### config.mk
export PLATFORM = sky130hd
export DESIGN_NAME = arc_ws_timing_gen
export DESIGN_NICKNAME = d
export VERILOG_FILES = /design/src/rtl/arc_ws_timing_gen.sv
export SDC_FILE = /design/constraint.sdc
export NUM_CORES = 1
export LEC_CHECK = 0
export CORE_MARGIN = 8
export CORE_UTILIZATION = 53
export CTS_BUF_LIST = sky130_fd_sc_hd__clkbuf_16
export DETAILED_ROUTE_END_ITERATION = 10
export GPL_ROUTABILITY_DRIVEN = 0
export PLACE_DENSITY = 0.79
export SETUP_SLACK_MARGIN = 0.4
export SLEW_MARGIN = 20
export SYNTH_ARGS = -nofsm -noshare
export SYNTH_HDL_FRONTEND = slang
export SYNTH_SLANG_ARGS = --single-unit
### constraint.sdc
create_clock -name cph2 -period 2.8 [get_ports cph2]
set_input_delay 0.84 -clock cph2 [delete_from_list [all_inputs] [get_ports cph2]]
set_output_delay 0.84 -clock cph2 [all_outputs]
set_load 0.1 [all_outputs]
### src/rtl/arc_ws_timing_gen.sv
// Word timing, sync window, serial instruction capture, pointer register and
// word-select decode for the serial ARC datapath.
module arc_ws_timing_gen #(
  parameter int unsigned DIGITS     = 14,
  parameter int unsigned DIGIT_BITS = 4,
  parameter int unsigned IS_BITS    = 10,
  parameter int unsigned EXP_DIGITS = 3,
  parameter int unsigned PTR_RST    = 3
) (
  input  logic                                   cph2,
  input  logic                                   rst,
  input  logic                                   ce,
  input  logic                                   is,
  output logic                                   sync,
  output logic                                   ws,
  output logic [$clog2(DIGITS*DIGIT_BITS)-1:0]   bit_cnt,
  output logic [$clog2(DIGITS)-1:0]              digit,
  output logic                                   word_end,
  output logic [IS_BITS-1:0]                     inst,
  output logic                                   inst_valid,
  output logic [$clog2(DIGITS)-1:0]              ptr,
  output logic                                   ptr_ovf
);

  localparam int unsigned W  = DIGITS * DIGIT_BITS;
  localparam int unsigned BW = $clog2(W);
  localparam int unsigned DW = $clog2(DIGITS);

  localparam logic [BW-1:0] BIT_LAST  = BW'(W - 1);
  localparam logic [BW-1:0] SYNC_LO   = BW'(W - IS_BITS - 1);
  localparam logic [BW-1:0] SYNC_HI   = BW'(W - 2);
  localparam logic [BW-1:0] DIG_MASK  = BW'(DIGIT_BITS - 1);
  localparam logic [DW-1:0] DIG_LAST  = DW'(DIGITS - 1);
  localparam logic [DW-1:0] DIG_MLAST = DW'(DIGITS - 2);
  localparam logic [DW-1:0] EXP_LO    = DW'(EXP_DIGITS);
  localparam logic [DW-1:0] EXP_HI    = DW'(EXP_DIGITS - 1);
  localparam logic [DW-1:0] PTR_INIT  = DW'(PTR_RST);

  localparam logic [3:0] OP_SET = 4'b1100;
  localparam logic [3:0] OP_INC = 4'b1101;
  localparam logic [3:0] OP_DEC = 4'b0111;

  logic [BW-1:0]      bit_cnt_q;
  logic [DW-1:0]      digit_q;
  logic [IS_BITS-1:0] sr_q;
  logic [IS_BITS-1:0] inst_q;
  logic               en_q;
  logic [2:0]         ftype_q;
  logic [DW-1:0]      ptr_q;
  logic               inst_valid_q;
  logic               ptr_ovf_q;

  logic digit_step;
  logic set_ok;

  assign word_end   = (bit_cnt_q == BIT_LAST);
  assign sync       = (bit_cnt_q >= SYNC_LO) && (bit_cnt_q <= SYNC_HI);
  assign digit_step = ((bit_cnt_q & DIG_MASK) == DIG_MASK);
  assign set_ok     = (32'(sr_q[9:6]) < DIGITS);

  always_ff @(posedge cph2) begin
    if (rst) begin
      bit_cnt_q    <= '0;
      digit_q      <= '0;
      sr_q         <= '0;
      inst_q       <= '0;
      en_q         <= 1'b0;
      ftype_q      <= 3'b000;
      ptr_q        <= PTR_INIT;
      inst_valid_q <= 1'b0;
      ptr_ovf_q    <= 1'b0;
    end else if (ce) begin
      inst_valid_q <= word_end;
      ptr_ovf_q    <= 1'b0;
      if (word_end) begin
        bit_cnt_q <= '0;
        digit_q   <= '0;
      end else begin
        bit_cnt_q <= bit_cnt_q + BW'(1);
        if (digit_step) digit_q <= digit_q + DW'(1);
      end
      // First-received bit ends up in bit 0 once the window closes.
      if (sync) sr_q <= {is, sr_q[IS_BITS-1:1]};
      if (word_end) begin
        inst_q <= sr_q;
        en_q   <= (sr_q[1:0] == 2'b10);
        if (sr_q[1:0] == 2'b10) ftype_q <= sr_q[4:2];
        if (sr_q[1:0] == 2'b00) begin
          case (sr_q[5:2])
            OP_SET: begin
              if (set_ok) ptr_q <= DW'(sr_q[9:6]);
              else        ptr_ovf_q <= 1'b1;
            end
            OP_INC:  ptr_q <= (ptr_q == DIG_LAST) ? '0 : ptr_q + DW'(1);
            OP_DEC:  ptr_q <= (ptr_q == '0) ? DIG_LAST : ptr_q - DW'(1);
            default: ;
          endcase
        end
      end
    end else begin
      inst_valid_q <= 1'b0;
      ptr_ovf_q    <= 1'b0;
    end
  end

  always_comb begin
    ws = 1'b1;
    if (en_q) begin
      case (ftype_q)
        3'b000:  ws = (digit_q == ptr_q);
        3'b001:  ws = (digit_q >= EXP_LO) && (digit_q <= DIG_MLAST);
        3'b010:  ws = (digit_q <= EXP_HI);
        3'b011:  ws = 1'b1;
        3'b100:  ws = (digit_q <= ptr_q);
        3'b101:  ws = (digit_q >= EXP_LO);
        3'b110:  ws = (digit_q == EXP_HI);
        default: ws = (digit_q == DIG_LAST);
      endcase
    end
  end

  assign bit_cnt    = bit_cnt_q;
  assign digit      = digit_q;
  assign inst       = inst_q;
  assign inst_valid = inst_valid_q;
  assign ptr        = ptr_q;
  assign ptr_ovf    = ptr_ovf_q;

endmodule

## After elaboration in Yosys (flattened, before gate mapping)

Cells that the tools add are included.

| word-level totals | value |
|---|---|
| word-level logic and storage cells | 65 |
| input port bits | 4 |
| register bits | 40 |
| output and inout bits | 29 |

| cells by class | value |
|---|---|
| add/sub/neg operators | 4 |
| equality and inequality tests | 17 |
| reduce and logical (&&, ||, !) cells | 14 |
| bitwise operators | 4 |
| multiplexer cells | 10 |
| $lt $le $gt $ge | 7 |

Operator list:

| cell | count |
|---|---|
| 4-bit 2-to-1 mux | 5 |
| 4-bit == test (second input constant) | 4 |
| 4-bit one-hot mux with 3 select lines | 1 |
| 3-bit == test (second input constant) | 3 |
| 4-bit by 1-bit adder with 4-bit output (second input constant) | 2 |
| 1-bit one-hot mux with 7 select lines | 1 |
| 6-bit by 1-bit adder with 6-bit output (second input constant) | 1 |
| 3-bit by 2-bit == test with 1-bit output (second input constant) | 2 |
| 6-bit == test (second input constant) | 1 |
| 6-bit greater-or-equal comparator (second input constant) | 1 |
| 6-bit <= comparator (second input constant) | 1 |
| 6-bit 2-to-1 mux | 1 |
| 2-bit AND reduction | 3 |
| 5-bit AND reduction | 1 |
| 5-bit OR reduction | 1 |
| 2-bit == test (second input constant) | 2 |
| 4-bit by 2-bit == test with 1-bit output (second input constant) | 1 |
| 4-bit by 3-bit == test with 1-bit output (second input constant) | 1 |
| 4-bit == test | 1 |
| 4-bit by 2-bit greater-or-equal comparator with 1-bit output (second input constant) | 1 |
| 4-bit by 2-bit <= comparator with 1-bit output (second input constant) | 1 |
| 4-bit <= comparator | 1 |
| 4-bit <= comparator (second input constant) | 1 |
| 4-bit zero test | 1 |
| other kinds (13) | 18 |

## Logic depth before layout (Yosys ltp)

| depth | value |
|---|---|
| word-level depth | 4 |
| depth in mapped cells | 8 |
| mapped depth without buffers | 7 |

## Least setup slack after synthesis

Ideal clock, no wire load.

| timing path | value |
|---|---|
| path kind | register to output |
| start | register ptr_q[2], in the netlist ptr[2] |
| end | output port ws |
| path slack | -1.677 ns |
| stages on the path, launching flop included | 8 |
| required time | 1.960 ns |
| arrival | 3.637 ns |
| cells stage by stage | dfxtp_1 clkbuf_1 inv_1 ha_1 nand4_1 o31a_1 a41o_1 a21oi_1 |

| on the way | value |
|---|---|
| cells in the longest elaborated chain, start to end | 3 |

RTL lines:

| element | line | text |
|---|---|---|
| from (decl) | 49 | `logic [DW-1:0] ptr_q;` |
| from (signal assigned) | 91 | `if (set_ok) ptr_q <= DW'(sr_q[9:6]);` |
| from (signal assigned) | 94 | `OP_INC: ptr_q <= (ptr_q == DIG_LAST) ? '0 : ptr_q + DW'(1);` |
| from (signal assigned) | 95 | `OP_DEC: ptr_q <= (ptr_q == '0) ? DIG_LAST : ptr_q - DW'(1);` |
| 4-bit <= comparator or 4-bit == test (tied branches) | 114, 110 |  |
| 1-bit one-hot mux with 7 select lines * | 109 | `case (ftype_q)` |
| 1-bit 2-to-1 mux * | 108 | `if (en_q) begin` |
| to (decl) | 15 | `output logic ws,` |

Every way passes the cells marked *; elsewhere a longest branch is shown, timed or not.

## Worst setup path in the final report

| timing path | value |
|---|---|
| start | register digit_q[0], in the netlist digit[0] |
| end | output port ws |

| on the way | value |
|---|---|
| cells in the longest elaborated chain, start to end | 4 |

RTL lines:

| element | line | text |
|---|---|---|
| from (decl) | 44 | `logic [DW-1:0] digit_q;` |
| from (signal assigned) | 80 | `if (digit_step) digit_q <= digit_q + DW'(1);` |
| 4-bit by 2-bit greater-or-equal comparator with 1-bit output or 4-bit <= comparator (tied branches) | 111, 115 |  |
| 1-bit logical AND | 111 | `3'b001: ws = (digit_q >= EXP_LO) && (digit_q <= DIG_MLAST);` |
| 1-bit one-hot mux with 7 select lines * | 109 |  |
| 1-bit 2-to-1 mux * | 108 |  |

Marks and branches as above.

==> impl_results.md <==
- Status: complete, no violations
- Vias: between 1500 and 2000
- Crit path max-delay cell type: dfxtp_4
- Vias in the first global route: approximately 1900
- CP arrival: between 1.5 and 2 ns
- Worst Clk Skew: 0.00329 ns
- Flops & latches, synth: 40
- Io pins: 33
- Worst EP required: between 1.5 and 2 ns
- Period Utilization, post-route: 0.949
- First-pass GRT wire length: 8650 um
- Clock Latency Late Sink: 0.28 ns
- Post-synthesis async set-or-reset flop share: 0
- Final net count: approximately 300
- Slew Limit Fails: 0
- Filler instances: a little under 300
- Height of the chip: just under 80 um
- Leading area contributor after synthesis: dfxtp_1
- 1st-pass router iterations: 4
- Gate Count Post-Synth: roughly 250
- Layout cell share with drive strength beyond 1: 0.317
- IO Port Bufs: 32
- Power consumption: about 1.3 mW
- Global route overflow: 0
- Mean post-synth cell area: roughly 8.7 um^2
- Bufs on Longest Clock Path: 2
- Pre-CTS WS: 0.204 ns
- Slew @ Worst Pin: ~0.44 ns
- CP Launch Type: flip-flop
- RSZ-0062 raised after global routing: true
- Clk sink count: 40
- Area Overhead vs Synth: 32.9%
- Largest net degree at the start of global routing: 37
- Residual DRC: 0
- Post-synth EDFFs: 0
- Tot GR Track Use: 0.170
- PD cells: about 440 nW/um^2
- Post-synth net total: roughly 260
- N_diodes: 0
- DIE AREA: 6320 um^2
- Die Width: 79.5 um
- Netlist Area Pre-Place: about 2100 um^2
- Min-delay worst type: flip-flop to flip-flop
- Setup-failing EPs final: 0
- Worst setup margin: around 0.14 ns
- Synth unique cells: between 40 and 50
- Top FF cell, synth: dfxtp_1
- Area contributors post-synth: dfxtp_1 (37%), ha_1 (8.8%), mux2i_1 (7.0%)
- Rows: 23
- R2R cell count: 8
- H-tree depth: 2
- Hold Buf Count CTS: 0
- Final ANT Viol Nets: 0
- Iteration-0 DRC count of the detailed router: between 100 and 150
- Register-to-register path setup slack: approximately 0.76 ns
- Layout Utilization: 0.721
- Crit Path Class: flip-flop to output pin
- TNS Setup: 0 ns
- Fmax: roughly 0.38 GHz
- Hold Vio Cnt, Final: 0
- CP max FO: 2
- Area of placed instances: about 2500 um^2
- Max-cap violations: 0
- Leak Pwr: between 1 and 1.5 nW
- Core Region: approximately 4000 um^2
- Clk root buf: clkbuf_16
- Synth top area share: 0.374
- Drt wl/cell: roughly 15 um
- Starting Density: 0.542
- Total length of routed wires: a little over 5000 um
- TritonCTS clock tree: yes
- CP peak stage delay: approximately 0.35 ns
- Most common cell after layout, fill and taps aside: buf_4
- Most frequent cells in the layout: buf_4 (42), nor2_1 (29), nand2_1 (28)
- Hold Crit Depth: 2
- HPWL after DPL: 3420 um
- Initial antenna violation count: 0
- Worst setup EP type: output pin
- Final min period: between 2 and 3 ns
- Relative slew slack: 0.705
- Total number of yosys warnings: 0
- Cts bufs inserted: 5
- Reg clk slew, reported paths: approximately 0.060 ns
- CP Cell Sequence: inv_2 -> ha_1 -> nand4_1 -> o31a_1 -> a41o_1 -> a21oi_4 -> buf_12
- Seq/Total Area, Yosys: 0.374
- DR vias/cell: 5.65
- Cell area after layout: approximately 2800 um^2
- VDD IR-drop max: around 0.00047 V
==> repair_timing <==
item,4_1_cts,5_1_grt
cloned,0,0
pin swaps,5,3
buffers inserted,11,0
resized for setup,14,6
setup endpoints to repair,2,2
==> cell usage after synthesis, types with 2 or more instances <==
library cell	number
nor2_1	29
and2_1	3
xor2_1	4
nor2b_1	5
buf_4	2
xnor2_1	4
mux2i_1	15
o21ai_0	5
a41oi_1	3
nand2_1	28
buf_2	7
a221oi_1	2
a31oi_1	3
dfxtp_1	40
nand3_1	5
ha_1	15
nand4_1	4
a21oi_1	21
clkbuf_1	5
nor3_1	7
nand4b_1	3
nand2b_1	2
inv_1	9
==> worst max-delay path: cells and delay by family (launching register included) <==
| kind | cells | cell delay, ns |
|---|---|---|
| adders and majority gates | 1 | 0.26 |
| buffers and inverters | 2 | 0.23 |
| and+or+nand+nor | 1 | 0.09 |
| AOI/OAI and AO/OA | 3 | 0.61 |
| DFF | 1 | 0.35 |
==> flip-flops by register name, summed over array words and instances, names as in the netlist, 3 cells and up <==
register,cells
digit,4
bit_cnt,6
inst,10
ptr,4
ftype_q,3
sr_q,10
==> stage by stage <==
step	hold slack, ns	cells
after global placement	0.450	318
after floorplan	0.465	245
after CTS	0.460	337
final	0.458	337
after detailed placement	0.450	318
after global routing	0.476	337
==> power breakdown <==
group	leakage, nW	total [mW]	internal [mW]	switching (mW)
Combinational	0.822	0.0857	0.0304	0.0553
Sequential	0.330	0.571	0.567	0.00455
Clock	0.0771	0.594	0.378	0.216
Total	1.23	1.25	0.975	0.276
==> path summary, 6_finish.rpt <==
path / startpoint / to
worst max register to register: bit_cnt[0] / ptr[3]
worst min-delay path: inst[7] / inst[7]
worst min register to register: inst[7] / inst[7]
worst max-delay path: digit[0] / ws
==> area by class of cell <==
class | instances | area, um^2 | area share
clock inverter | 2 | 7.51 | 0.00264
tap | 50 | 62.6 | 0.0220
multi-input combinational | 182 | 1340 | 0.470
sequential | 40 | 841 | 0.296
inverter | 9 | 38.8 | 0.0137
timing repair buffer | 48 | 405 | 0.143
clock buffer | 6 | 150 | 0.0528
==> logic make-up after synthesis <==
logic type               count (synthesis)  synth area share
AND/OR/NAND/NOR                         98             0.250
AO/OA/AOI/OAI                           46             0.136
flip-flops                              40             0.374
buffers and inverters                   23            0.0480
multiplexers                            15            0.0702
adder cells (fa/ha/maj)                 15            0.0878
XOR/XNOR                                 8            0.0328
==> per-layer routing <==
layer / GRT usage / up-vias / routed length, um
met5: 0 / - / 0
met4: 0.0667 / 0 / 93
met3: 0.0563 / 10 / 291
met2: 0.267 / 43 / 2430
met1: 0.208 / 901 / 2330
li1: - / 949 / -
Note: power is estimated with default switching activity, not from simulation.
